`config.mk`:
```
export PLATFORM = sky130hd
export DESIGN_NAME = glitch_pulse_gen
export DESIGN_NICKNAME = d
export VERILOG_FILES = /design/src/rtl/glitch_pulse_gen.sv
export SDC_FILE = /design/constraint.sdc
export NUM_CORES = 1
export LEC_CHECK = 0
export CAP_MARGIN = 5
export CORE_ASPECT_RATIO = 0.8
export CORE_UTILIZATION = 45
export CTS_BUF_LIST = sky130_fd_sc_hd__clkbuf_16
export CTS_CLUSTER_SIZE = 16
export DETAILED_ROUTE_END_ITERATION = 8
export PLACE_DENSITY = 0.71
export SLEW_MARGIN = 20
export SYNTH_ARGS = -nofsm -noshare
export SYNTH_HDL_FRONTEND = slang
export SYNTH_SLANG_ARGS = --single-unit
export TNS_END_PERCENT = 20
```
`constraint.sdc`:
```
create_clock -name clk_in1 -period 2.4 [get_ports clk_in1]
set_input_delay 0.72 -clock clk_in1 [delete_from_list [all_inputs] [get_ports clk_in1]]
set_output_delay 0.72 -clock clk_in1 [all_outputs]
set_load 0.1 [all_outputs]
```
`src/rtl/glitch_pulse_gen.sv`:
```
// Programmable glitch pulse generator: armed by command, waits for a trigger,
// then emits a delay/width/gap pulse train with a repeat count and abort.
module glitch_pulse_gen #(
   parameter int CNT_W = 16,
   parameter int REP_W = 8
) (
   input  logic             clk_in1,
   input  logic             rst,
   input  logic [CNT_W-1:0] cfg_delay,
   input  logic [CNT_W-1:0] cfg_width,
   input  logic [CNT_W-1:0] cfg_gap,
   input  logic [REP_W-1:0] cfg_repeat,
   input  logic             cfg_auto,
   input  logic             arm,
   input  logic             trigger,
   input  logic             abort,
   output logic             glitch_out,
   output logic             armed,
   output logic             busy,
   output logic             done,
   output logic [REP_W-1:0] pulse_cnt
);

   localparam logic [2:0] S_IDLE  = 3'd0;
   localparam logic [2:0] S_ARMED = 3'd1;
   localparam logic [2:0] S_DELAY = 3'd2;
   localparam logic [2:0] S_HIGH  = 3'd3;
   localparam logic [2:0] S_GAP   = 3'd4;

   logic [2:0]       r_state;
   logic [CNT_W-1:0] r_cnt;
   logic [CNT_W-1:0] r_delay;
   logic [CNT_W-1:0] r_width;
   logic [CNT_W-1:0] r_gap;
   logic [REP_W-1:0] r_repeat;
   logic [REP_W-1:0] r_pulse_cnt;
   logic             r_glitch;
   logic             r_done;

   logic             w_cnt_zero;
   logic [CNT_W-1:0] w_cnt_dec;
   logic [CNT_W-1:0] w_width_m1;
   logic [CNT_W-1:0] w_gap_m1;
   logic [REP_W-1:0] w_pc_next;
   logic             w_last;

   // Zero width/gap behave as one cycle, so the reload value saturates at zero.
   assign w_width_m1 = (r_width == '0) ? '0 : r_width - 1'b1;
   assign w_gap_m1   = (r_gap == '0) ? '0 : r_gap - 1'b1;
   assign w_cnt_zero = (r_cnt == '0);
   assign w_cnt_dec  = w_cnt_zero ? '0 : r_cnt - 1'b1;
   assign w_pc_next  = r_pulse_cnt + 1'b1;
   assign w_last     = (r_repeat != '0) && (w_pc_next == r_repeat);

   always_ff @(posedge clk_in1) begin
      if (rst) begin
         r_state     <= S_IDLE;
         r_cnt       <= '0;
         r_delay     <= '0;
         r_width     <= '0;
         r_gap       <= '0;
         r_repeat    <= '0;
         r_pulse_cnt <= '0;
         r_glitch    <= 1'b0;
         r_done      <= 1'b0;
      end else begin
         r_done <= 1'b0;
         if (abort) begin
            r_state  <= S_IDLE;
            r_cnt    <= '0;
            r_glitch <= 1'b0;
         end else begin
            case (r_state)
               S_IDLE: begin
                  if (arm) begin
                     r_delay     <= cfg_delay;
                     r_width     <= cfg_width;
                     r_gap       <= cfg_gap;
                     r_repeat    <= cfg_repeat;
                     r_pulse_cnt <= '0;
                     if (cfg_auto) begin
                        r_state <= S_DELAY;
                        r_cnt   <= cfg_delay;
                     end else begin
                        r_state <= S_ARMED;
                     end
                  end
               end
               S_ARMED: begin
                  if (trigger) begin
                     r_state <= S_DELAY;
                     r_cnt   <= r_delay;
                  end
               end
               S_DELAY: begin
                  if (w_cnt_zero) begin
                     r_state  <= S_HIGH;
                     r_glitch <= 1'b1;
                     r_cnt    <= w_width_m1;
                  end else begin
                     r_cnt <= w_cnt_dec;
                  end
               end
               S_HIGH: begin
                  if (w_cnt_zero) begin
                     r_glitch    <= 1'b0;
                     r_pulse_cnt <= w_pc_next;
                     if (w_last) begin
                        r_state <= S_IDLE;
                        r_done  <= 1'b1;
                     end else begin
                        r_state <= S_GAP;
                        r_cnt   <= w_gap_m1;
                     end
                  end else begin
                     r_cnt <= w_cnt_dec;
                  end
               end
               S_GAP: begin
                  if (w_cnt_zero) begin
                     r_state  <= S_HIGH;
                     r_glitch <= 1'b1;
                     r_cnt    <= w_width_m1;
                  end else begin
                     r_cnt <= w_cnt_dec;
                  end
               end
               default: begin
                  r_state  <= S_IDLE;
                  r_glitch <= 1'b0;
               end
            endcase
         end
      end
   end

   assign glitch_out = r_glitch;
   assign done       = r_done;
   assign pulse_cnt  = r_pulse_cnt;
   assign armed      = (r_state == S_ARMED);
   assign busy       = (r_state == S_DELAY) || (r_state == S_HIGH) || (r_state == S_GAP);

endmodule

```
* After elaboration in Yosys (flattened, before gate mapping)
Cells that the tools add are included.
** Operators by class
- Add/sub/neg operators :: 4
- Multipliers :: 0
- Divide/modulo/power cells :: 0
- $lt $le $gt $ge :: 0
- Equal/unequal tests :: 11
- Shift operators :: 0
- Multiplexer cells :: 23
- Bitwise operators :: 4
- Reductions and logical operators :: 19
** Operators by type and width (number)
- $mux 16 :: 8
- $pmux 16 s4 :: 1
- $logic_not 16->1 :: 3
- $sub 16x1->16 const B :: 3
- $mux 8 :: 2
- $pmux 8 s2 :: 1
- $mux 3 :: 5
- $pmux 3 s4 :: 1
- $add 8x1->8 const B :: 1
- $eq 8x8->1 :: 1
- $ne 2x2->1 const B :: 4
- $reduce_and 4->1 :: 2
- $reduce_bool 8->1 :: 1
- $eq 3x2->1 const B :: 2
- $reduce_and 3->1 :: 2
- $reduce_or 2->1 :: 3
- $reduce_and 5->1 :: 1
- $not 1->1 :: 4
- $reduce_bool 4->1 :: 1
- $reduce_or 4->1 :: 1
- $eq 3x1->1 const B :: 1
- $eq 3x3->1 const B :: 1
- $logic_not 3->1 :: 1
- $mux 1 :: 3
- 7 further kinds :: 8
** Storage, ports and cells
- Bits in registers :: 85
- Bits in latches :: 0
- Memory bits (writable) :: 0
- Bits in read-only memories :: 0
- Output and inout port bits :: 12
- Memories kept :: 0

* Longest topological paths before layout
Gate-level depths: netlist of run 1.
- Depth in word-level cells :: 6
- Gate-level depth with buffers :: 11
- Depth with buffers taken out :: 9

* Least setup slack after synthesis of run 1
OpenSTA, ideal clock, no wires.
- Path type :: flip-flop to flip-flop
- Start :: register r_pulse_cnt[0] (netlist: pulse_cnt[0])
- End :: register r_cnt[1]
- Setup time :: 0.127 ns
- Arrival time :: 2.943 ns
- Required time :: 2.273 ns
- Path slack :: -0.671 ns
- Cell stages (with the launch flop) :: 11
- Cell sequence :: dfxtp_1 > ha_1 > and3_1 > buf_2 > xnor2_1 > o32a_1 > a211oi_1 > a21oi_1 > clkbuf_1 > o211ai_1 > o31ai_1
** Between the ends
- Longest elaborated chain between the ends :: 5
** Ends and longest elaborated chain
- from (decl) :: line 36 : logic [REP_W-1:0] r_pulse_cnt;
- from (signal assigned) :: line 107 : r_pulse_cnt <= w_pc_next;
- $add 8x1->8 :: line 52 : assign w_pc_next = r_pulse_cnt + 1'b1;
- $eq 8x8->1 :: line 53 : assign w_last = (r_repeat != '0) && (w_pc_next == r_repeat);
- $logic_and 1x1->1 :: line 53
- $ne 3x3->1 (no source line)
- $reduce_and 5->1 (no source line)
- to (signal assigned) :: line 83 : r_cnt <= cfg_delay;
- to (signal assigned) :: line 92 : r_cnt <= r_delay;
- to (signal assigned) :: line 99 : r_cnt <= w_width_m1;
- to (decl) :: line 31 : logic [CNT_W-1:0] r_cnt;
No other way between the ends.
A chain may end at the register's enable or synchronous reset.

* Final worst setup path of run 1
- Start :: register r_width[8]
- End :: register r_cnt[15]
** Between the ends
- Longest elaborated chain between the ends :: 4
** Ends and longest elaborated chain
- from (decl) :: line 33 : logic [CNT_W-1:0] r_width;
- from (signal assigned) :: line 77 : r_width <= cfg_width;
- $sub 16x1->16 or $logic_not 16->1 (tied branches) :: line 48 : assign w_width_m1 = (r_width == '0) ? '0 : r_width - 1'b1;
- $mux 16 (*) :: line 48
- $mux 16 (*) :: line 96, 120
- $pmux 16 s4 (*) :: line 73 : case (r_state)
- to (signal assigned) :: line 99
- to (signal assigned) :: line 101 : r_cnt <= w_cnt_dec;
- to (signal assigned) :: line 123 : r_cnt <= w_width_m1;
Every way passes the cells marked *; elsewhere a longest branch is shown, timed or not.

==> reports/qor.csv, run 1 <==
metric,value,unit
rows,33,
grt_overflow_total,0,
min_path_type,reg2reg,
grt_pass1_vias,4786,
synth_cells,672,
grt_start_max_net_pins,42,
cts_htree_levels,3,
wl_per_cell,16.8,um
yosys_register_bits,85,
synth_edf_count,0,
finalSetupTns,0,ns
antenna_left,0,
num-nets-final,878,
max_stage_delay,0.57,ns
die_x,119,um
io_buffers,73,
wirelength,16000,um
async_flop_share,0,%
startpoint_type,flip-flop,
routed-wl-met2,7120,um
status,"complete, no violations",
slew_viol_final,0,
area_delta_synth_final,41.5,%
cp_num_buf_inv,0,
synth_fp_nets,739,
setup_viol,0,
p_total,4.23,mW
final_layout_size_suffix_gt1_share,22.4,%
grt_pass1_wl,24800,um
fin_crit_sh,98.3,%
cp.required,2.64,ns
ir_worst_vdd,0.000451,V
synth_flop_cell,dfxtp_1,
fmax,424,MHz
power_leakage,2.75,nW
synth_warnings,0,
rsz0062_at_grt,true,
crit_slowest_cell,or4_4,
cts.sinks,85,
dr_total_vias,5394,
power_density,607,mW/mm2
die_area,0.0114,mm2
antenna_found_initial,0,
worstSkewPairLatency,0.34,ns
worst_slew_pin_slew,0.568,ns
ys_seq_area_share,34.6,%
path_cells,or4_4 > or3_4 > or4_4 > xnor2_1 > nand2b_1 > nand2_1 > a31o_1,
arrival,2.60,ns
worstSetupPathType,reg2reg,
boundaryPins,74,
synth.avg_cell_area,7.32,um2
relSlewSlack,62.0,%
cts.clk_slew.worst_paths,0.07,ns
clock_path_buffers,2,
max_cap_viol_count,0,
cts_root_buf,clkbuf_16,
cts_tree,yes,
die_h,95.5,um
drt_iter0_markers,562,
layout_min_cycle_time,2.36,ns
cts_buffers,9,
crit_family,simple AND/OR/NAND/NOR gates,
worstSetupEndpointType,flip-flop,
crit_path_frequent_cell,or4_4,
highest_layer,met4,
dp_hpwl,12000,um
ys_types,65,
gp_congestion,0.922,
finalHoldViolCount,0,
core_area,0.0104,mm2
finClkSkew,0.00678,ns
diodes,0,
globalRouteTotalUtil,28.2,%
dr_wl_met3,1170,um
synth.cell_area,0.00492,mm2
initial_core_util,47.1,%
drt_first_pass_iters,7,
path_max_fanout,5,
route.detailed.drc,0,
wirelength_met1,7440,um
vias_per_cell,5.64,
==> what timing repair did <==
action | 4_1_cts | 5_1_grt
hold buffers | 0 | 0
endpoints found under the setup margin | 16 | 24
pin swaps | 2 | 13
buffers inserted | 0 | 3
gates resized for setup | 11 | 41
==> final timing paths <==
check                                 from          to  slack [ns]  depth (start not counted)
worst max-delay path            r_width[8]   r_cnt[15]        0.04                          7
worst min-delay path            r_delay[1]  r_delay[1]        0.45                          2
worst max register to register  r_width[8]   r_cnt[15]        0.04                          7
worst min register to register  r_delay[1]  r_delay[1]        0.45                          2
==> kinds of logic after synthesis <==
logic type / synth area share (%)
AO/OA/AOI/OAI: 21.9
XOR/XNOR: 6.94
adder cells (fa/ha/maj): 1.27
buffers and inverters: 4.07
flip-flops: 34.6
multiplexers: 0.636
AND/OR/NAND/NOR: 30.6
==> state kept, by name, indices dropped and copies added (netlist names) <==
signal / count
done: 1
glitch_out: 1
pulse_cnt: 8
r_cnt: 16
r_delay: 16
r_gap: 16
r_repeat: 8
r_state: 3
r_width: 16
==> per-layer routing <==
layer  GRT usage (%)  vias to the layer above
met1            38.6                     2502
li1                -                     2656
met4            10.0                        0
met2            43.8                      212
met3            6.04                       24
met5               0                        -
==> cell usage after synthesis, drive strengths merged, types with 7 or more instances <==
cell type | n | area share [%]
a211oi | 12 | 1.8
a21oi | 97 | 9.9
clkbuf | 32 | 2.4
dfxtp | 85 | 35
inv | 14 | 1.1
nand2 | 151 | 12
nand2b | 7 | 0.89
nand3 | 12 | 1.2
nand4 | 8 | 1.0
nor2 | 46 | 3.6
nor3 | 16 | 1.6
nor4 | 9 | 1.7
o21ai | 25 | 2.7
or3 | 14 | 1.9
or4 | 9 | 1.5
xnor2 | 24 | 4.3
xor2 | 15 | 2.7
==> layout make-up <==
class                           instances  area (um2)
Clock buffer                           10         250
Clock inverter                          6        67.6
Fill cell                             889        3490
Inverter                               14        55.1
Multi-Input combinational cell        535        3220
Sequential cell                        85        1730
Tap cell                              140         175
Timing Repair Buffer                  166        1460
==> cell usage in the layout, fill, tap and decap left out, types with 4 or more instances in the layout <==
master	n
nand2_1	150
buf_4	98
a21oi_1	94
dfxtp_1	74
clkdlybuf4s50_1	60
nor2_1	42
xnor2_1	24
o21ai_0	20
xor2_1	14
inv_1	13
nor3_1	12
or3_1	12
nand3_1	10
a211oi_1	10
clkbuf_16	10
nand4_1	8
nand2b_1	7
and2_1	6
dfxtp_4	6
nand3b_1	5
o221ai_1	5
or4_4	5
a31oi_1	5
buf_12	5
dfxtp_2	5
and3_1	4
nor2b_1	4
nor4_1	4
nor3_2	4
or4_1	4
o31ai_1	4
o22ai_1	4
ha_1	4
==> tightest hold or removal path: stages, from the launching register on <==
cell     delay (ns)
dfxtp_1        0.31
nand2_1        0.05
a21oi_1        0.05
==> power by group <==
part           switching [mW]  leakage, nW  internal [mW]
Sequential             0.0578        0.700           1.47
Combinational           0.634         1.89          0.593
Clock                   0.600        0.156          0.875
==> stage by stage <==
step	std cells	instance area [um2]	hold slack, ns	setup slack [ns]	utilization, %
detailed placement	937	6410	0.442	-0.158	61.4
finish	956	6960	0.451	0.0411	66.6
CTS	953	6770	0.451	-0.00393	64.8
global route	956	6960	0.480	-0.0252	66.6
floorplan	672	4960	0.432	-0.137	-
global placement	937	6410	0.438	-0.113	61.4
Power figures use the tool's default switching activity.
==> run 2, diff against run 1 <==
CTS_CLUSTER_DIAMETER = 80   (was default)
==> results of run 2 <==
Final layout, timing and power as in run 1 (identical DEF).
==> run 3, diff against run 2 <==
CAP_MARGIN = 40   (was 5)
==> results of run 3 <==
Final layout, timing and power as in run 1 (identical DEF).
